==> config.mk <==
export PLATFORM = sky130hd
export DESIGN_NAME = gshare_predictor_param
export DESIGN_NICKNAME = d
export VERILOG_FILES = /design/src/rtl/gshare_predictor_param.sv
export SDC_FILE = /design/constraint.sdc
export NUM_CORES = 1
export LEC_CHECK = 0
export ABC_AREA = 1
export CELL_PAD_IN_SITES_DETAIL_PLACEMENT = 2
export CELL_PAD_IN_SITES_GLOBAL_PLACEMENT = 2
export CORE_MARGIN = 5
export CORE_UTILIZATION = 39
export CTS_CLUSTER_DIAMETER = 80
export DETAILED_ROUTE_END_ITERATION = 16
export DONT_BUFFER_PORTS = 1
export PLACE_DENSITY = 0.89
export SLEW_MARGIN = 20
export SYNTH_ARGS = -nofsm -noshare
export SYNTH_HDL_FRONTEND = slang
export SYNTH_SLANG_ARGS = --single-unit
==> constraint.sdc <==
create_clock -name clk -period 4.9 [get_ports clk]
set_input_delay 1.47 -clock clk [delete_from_list [all_inputs] [get_ports clk]]
set_output_delay 1.47 -clock clk [all_outputs]
set_load 0.01 [all_outputs]
==> src/rtl/gshare_predictor_param.sv <==
// gshare_predictor_param
// Gshare branch direction predictor: a PHT of saturating counters indexed by
// addr XOR global history, with an in-order queue of outstanding predictions
// that are trained (and history updated) as branches resolve.
// Optional build macro: GSHARE_STATS_EN adds lookup_cnt / mispredict_cnt
// statistics outputs; without it those ports and counters do not exist.
module gshare_predictor_param #(
  parameter int ADDR_W = 11,
  parameter int GHR_W  = 4,
  parameter int CNT_W  = 2,
  parameter int QDEPTH = 4
) (
  input  logic              clk,
  input  logic              reset,
  input  logic              branch,
  input  logic [ADDR_W-1:0] addr,
  output logic              branch_ready,
  output logic              prediction,
  output logic              pred_valid,
  input  logic              resolve_valid,
  input  logic              resolve_taken,
  output logic              resolve_err
`ifdef GSHARE_STATS_EN
  ,
  output logic [15:0]       lookup_cnt,
  output logic [15:0]       mispredict_cnt
`endif
);

  localparam int PHT_D = 1 << GHR_W;
  localparam int PTR_W = (QDEPTH > 1) ? $clog2(QDEPTH) : 1;
  localparam int QC_W  = PTR_W + 1;

  localparam int CNT_INIT_I = (1 << (CNT_W - 1)) - 1;
  localparam logic [CNT_W-1:0] CNT_INIT = CNT_W'(CNT_INIT_I);
  localparam logic [CNT_W-1:0] CNT_MAX  = '1;
  localparam logic [CNT_W-1:0] CNT_ONE  = CNT_W'(1);
  localparam logic [QC_W-1:0]  Q_FULL   = QC_W'(QDEPTH);
  localparam logic [QC_W-1:0]  QC_ONE   = QC_W'(1);
  localparam logic [PTR_W-1:0] PTR_ONE  = PTR_W'(1);

  // Pattern history table and non-speculative global history
  logic [CNT_W-1:0] pht [PHT_D];
  logic [GHR_W-1:0] ghr;

  // Outstanding-branch queue: PHT index and the predicted bit per entry
  logic [GHR_W-1:0] fifo_idx  [QDEPTH];
  logic             fifo_pred [QDEPTH];
  logic [PTR_W-1:0] wr_ptr;
  logic [PTR_W-1:0] rd_ptr;
  logic [QC_W-1:0]  count;

  logic             lookup_acc;
  logic             resolve_acc;
  logic             resolve_empty;
  logic [GHR_W-1:0] lookup_idx;
  logic             lookup_pred;
  logic [GHR_W-1:0] res_idx;
  logic             res_pred;
  logic [CNT_W-1:0] res_cnt;
  logic [CNT_W-1:0] res_cnt_next;

  // Only the low GHR_W address bits take part in indexing
  logic unused_addr;
  assign unused_addr = ^addr;

  // Full check uses the registered count, so a same-cycle pop never frees a slot early
  assign branch_ready  = (count < Q_FULL);
  assign lookup_acc    = branch & branch_ready;
  assign resolve_acc   = resolve_valid & (count != '0);
  assign resolve_empty = resolve_valid & (count == '0);

  assign lookup_idx  = addr[GHR_W-1:0] ^ ghr;
  assign lookup_pred = pht[lookup_idx][CNT_W-1];
  assign res_idx     = fifo_idx[rd_ptr];
  assign res_pred    = fifo_pred[rd_ptr];
  assign res_cnt     = pht[res_idx];

  // Saturating up/down step for the counter being trained
  always_comb begin
    res_cnt_next = res_cnt;
    if (resolve_taken) begin
      if (res_cnt != CNT_MAX) res_cnt_next = res_cnt + CNT_ONE;
    end else begin
      if (res_cnt != '0) res_cnt_next = res_cnt - CNT_ONE;
    end
  end

  // PHT training on resolve; reset returns every entry to weakly not-taken
  always_ff @(posedge clk) begin
    if (reset) begin
      pht <= '{default: CNT_INIT};
    end else if (resolve_acc) begin
      pht[res_idx] <= res_cnt_next;
    end
  end

  // Global history shifts in the actual outcome of each resolved branch
  always_ff @(posedge clk) begin
    if (reset) begin
      ghr <= '0;
    end else if (resolve_acc) begin
      // Truncating cast drops the old MSB and stays legal for GHR_W == 1
      ghr <= GHR_W'({ghr, resolve_taken});
    end
  end

  // Queue payload; pointers alone define validity so the data needs no reset
  always_ff @(posedge clk) begin
    if (!reset && lookup_acc) begin
      fifo_idx[wr_ptr]  <= lookup_idx;
      fifo_pred[wr_ptr] <= lookup_pred;
    end
  end

  // Queue pointers and occupancy; a simultaneous push and pop leaves count unchanged
  always_ff @(posedge clk) begin
    if (reset) begin
      wr_ptr <= '0;
      rd_ptr <= '0;
      count  <= '0;
    end else begin
      if (lookup_acc)  wr_ptr <= wr_ptr + PTR_ONE;
      if (resolve_acc) rd_ptr <= rd_ptr + PTR_ONE;
      case ({lookup_acc, resolve_acc})
        2'b10:   count <= count + QC_ONE;
        2'b01:   count <= count - QC_ONE;
        default: count <= count;
      endcase
    end
  end

  // Registered prediction, its qualifier and the empty-resolve error pulse
  always_ff @(posedge clk) begin
    if (reset) begin
      prediction  <= 1'b0;
      pred_valid  <= 1'b0;
      resolve_err <= 1'b0;
    end else begin
      pred_valid  <= lookup_acc;
      resolve_err <= resolve_empty;
      if (lookup_acc) prediction <= lookup_pred;
    end
  end

`ifdef GSHARE_STATS_EN
  // Saturating statistics: accepted lookups and resolves that contradict the stored prediction
  always_ff @(posedge clk) begin
    if (reset) begin
      lookup_cnt     <= '0;
      mispredict_cnt <= '0;
    end else begin
      if (lookup_acc && lookup_cnt != 16'hFFFF)
        lookup_cnt <= lookup_cnt + 16'd1;
      if (resolve_acc && (res_pred != resolve_taken) && mispredict_cnt != 16'hFFFF)
        mispredict_cnt <= mispredict_cnt + 16'd1;
    end
  end
`else
  logic unused_pred;
  assign unused_pred = res_pred;
`endif

endmodule

==> run metrics <==
# DRC=0; RD Place Congestion=0.787; synth top area cells=dfxtp_1 (29%), edfxtp_1 (15%), nand2_1 (13%); clk_lat worst skew=350 ps; Yosys top cell by area=dfxtp_1; IO buf count=0; H-Tree Depth=3; count of standard-cell rows=33; Area Overhead vs Synth=6.84%; core area=8260 um2; CP Launch Type=primary input; number of diodes=0; largest net degree at the start of global routing=48; Netlist cell types=33; Leak=1.46 nW; crit end category=flip-flop; Tightest Pin Transition=1020 ps; grt total ovfl=0; RSZ-0062 raised after global routing=false; clock network power share=0.255; CP arrival=3410 ps; setup TNS=0 ps; DIE AREA=10400 um2; via count=3044; period utilization=0.650; Hold Vio Cnt, Final=0; synthesized area=3310 um2; Non-Filler Instances=567; Final Max Tran Viols=0; Peak Freq=0.314 GHz; DRT Pass-1 Iters=4; Post-Route WL=10.4 mm; EDFF count, synth=16; CTS resizes=0; Initial Utilization=0.401; most common cell after layout, fill and taps aside=nand2_1; Final Skew=10.3 ps; vias in the first global route=3356; num ports=20; Total Power=1.81 mW; initial drt markers=121; clk sinks=64; nets=479; clock slew at reported path FFs=80 ps; status=finished, final reports clean; worst-path fanout max=13; Vias/cell=5.37; Seq pwr share=0.360; sequential area share after synthesis=0.435; Post-synth ARST share=0; post-route ant nets=0; Slew Limit Headroom=0.316; kind of critical path=primary input to flip-flop; initial antenna violation count=0; Sw Ratio=0.439; VDD IR max=0.198 mV; total instance count after detailed placement=551; Longest Clk Path Bufs=2; Critical Path RT=5130 ps; Top FF cell, synth=dfxtp_1; post-synth top area share=0.290; Setup Fix Bufs, Post-CTS=0; register bit total from synthesis=64; CTS tree=done; max_cap viols=0; GR Util All Layers=0.222; Logic pwr share=0.386; Pwr Density=513 nW/um2; hold crit path type=flip-flop to flip-flop; commonest cells after routing, fill and taps aside=nand2_1 (115), inv_1 (70), nand3_1 (64), nor2_1 (56), dfxtp_1 (48); minimum clock period=3180 ps; CTS root buffer=clkbuf_8; die height=102 um; syn_area_per_cell=7.19 um2; layout cells sized above 1=0.0671; drt wl/cell=18.4 um; Post-DP HPWL=7.20 mm; P_sw=0.796 mW; chip width=102 um; core utilization of the finished layout=0.429; first-pass GRT wire length=17.7 mm; number of hold buffers added after cts=0; syn_nets=483; TritonCTS Buffers=9; final setup violation count=0; YS warnings=0; Internal=1.02 mW; Synth Instances=461
kinds of logic (layout without fill, tap and decap cells):
logic type	count (synthesis)	count (layout)	share of synthesized area
and+or+nand+nor	251	251	0.335
DFF	64	64	0.435
buffers and inverters	89	90	0.115
AOI/OAI and AO/OA	48	48	0.0827
adders and majority gates	6	6	0.0249
xor gates and xnor gates	3	3	0.00793
routing by layer:
| layer | GRT usage | vias up | wire, um |
|---|---|---|---|
| met5 | 0 | - | 0 |
| met1 | 0.259 | 1529 | 4460 |
| met4 | 0.0878 | 0 | 261 |
| li1 | - | 1454 | - |
| met2 | 0.400 | 41 | 5420 |
| met3 | 0.0430 | 20 | 293 |
flip-flops by register name (all words and copies together), names as in the netlist, named ones only:
name,count
count,3
pred_valid,1
resolve_err,1
wr_ptr,2
pht,32
ghr,4
fifo_idx,16
rd_ptr,2
prediction,1
through the flow:
step | setup WS [ps] | area [um2] | hold slack [ps]
finish | 1720 | 3540 | 469
global route | 1510 | 3540 | 492
CTS | 1730 | 3540 | 474
detailed placement | 1380 | 3340 | 456
global placement | 1470 | 3340 | 445
floorplan | 1810 | 3310 | 441
critical path, stage by stage:
cell	delay (ps)
inv_1	20
nor2_1	730
nand4_1	490
nor2_1	330
inv_1	100
a21oi_1	180
nand2_1	90
worst paths after layout:
path	startpoint	end	slack, ps	cells after the start
min	pht[8]$_SDFFE_PP1P_	pht[8]$_SDFFE_PP1P_	470	2
max reg2reg	flip-flop	pht[16]$_SDFFE_PP1P_	1960	12
min reg2reg	pht[8]$_SDFFE_PP1P_	pht[8]$_SDFFE_PP1P_	470	2
max	resolve_valid	pht[16]$_SDFFE_PP1P_	1720	7
Yosys cell counts, drive strengths merged, types with 2 or more instances:
cell type and instances:
edfxtp 16, nor2 58, nor3b 3, o211ai 6
o21ai 6, inv 74, a21oi 30, clkbuf 7
a211oi 3, xnor2 2, ha 5, dfxtp 48
nand2 119, buf 8, nand3 67, nand4 2
power by group through the flow:
stage	combinational (mW)	sequential, mW	clock (mW)
after floorplan	0.552	0.643	0
after global placement	0.656	0.659	0
after detailed placement	0.698	0.665	0
after CTS	0.707	0.653	0.470
after global routing	0.790	0.660	0.498
final	0.700	0.652	0.462
layout make-up:
type                       count  area, um2
multi-input combinational    308       1490
clock inverter                 7       71.3
inverter                      74        280
sequential                    64       1440
clock buffer                   9        124
fill                        1002       4720
tap                          105        131
Note: power is estimated with default switching activity, not from simulation.
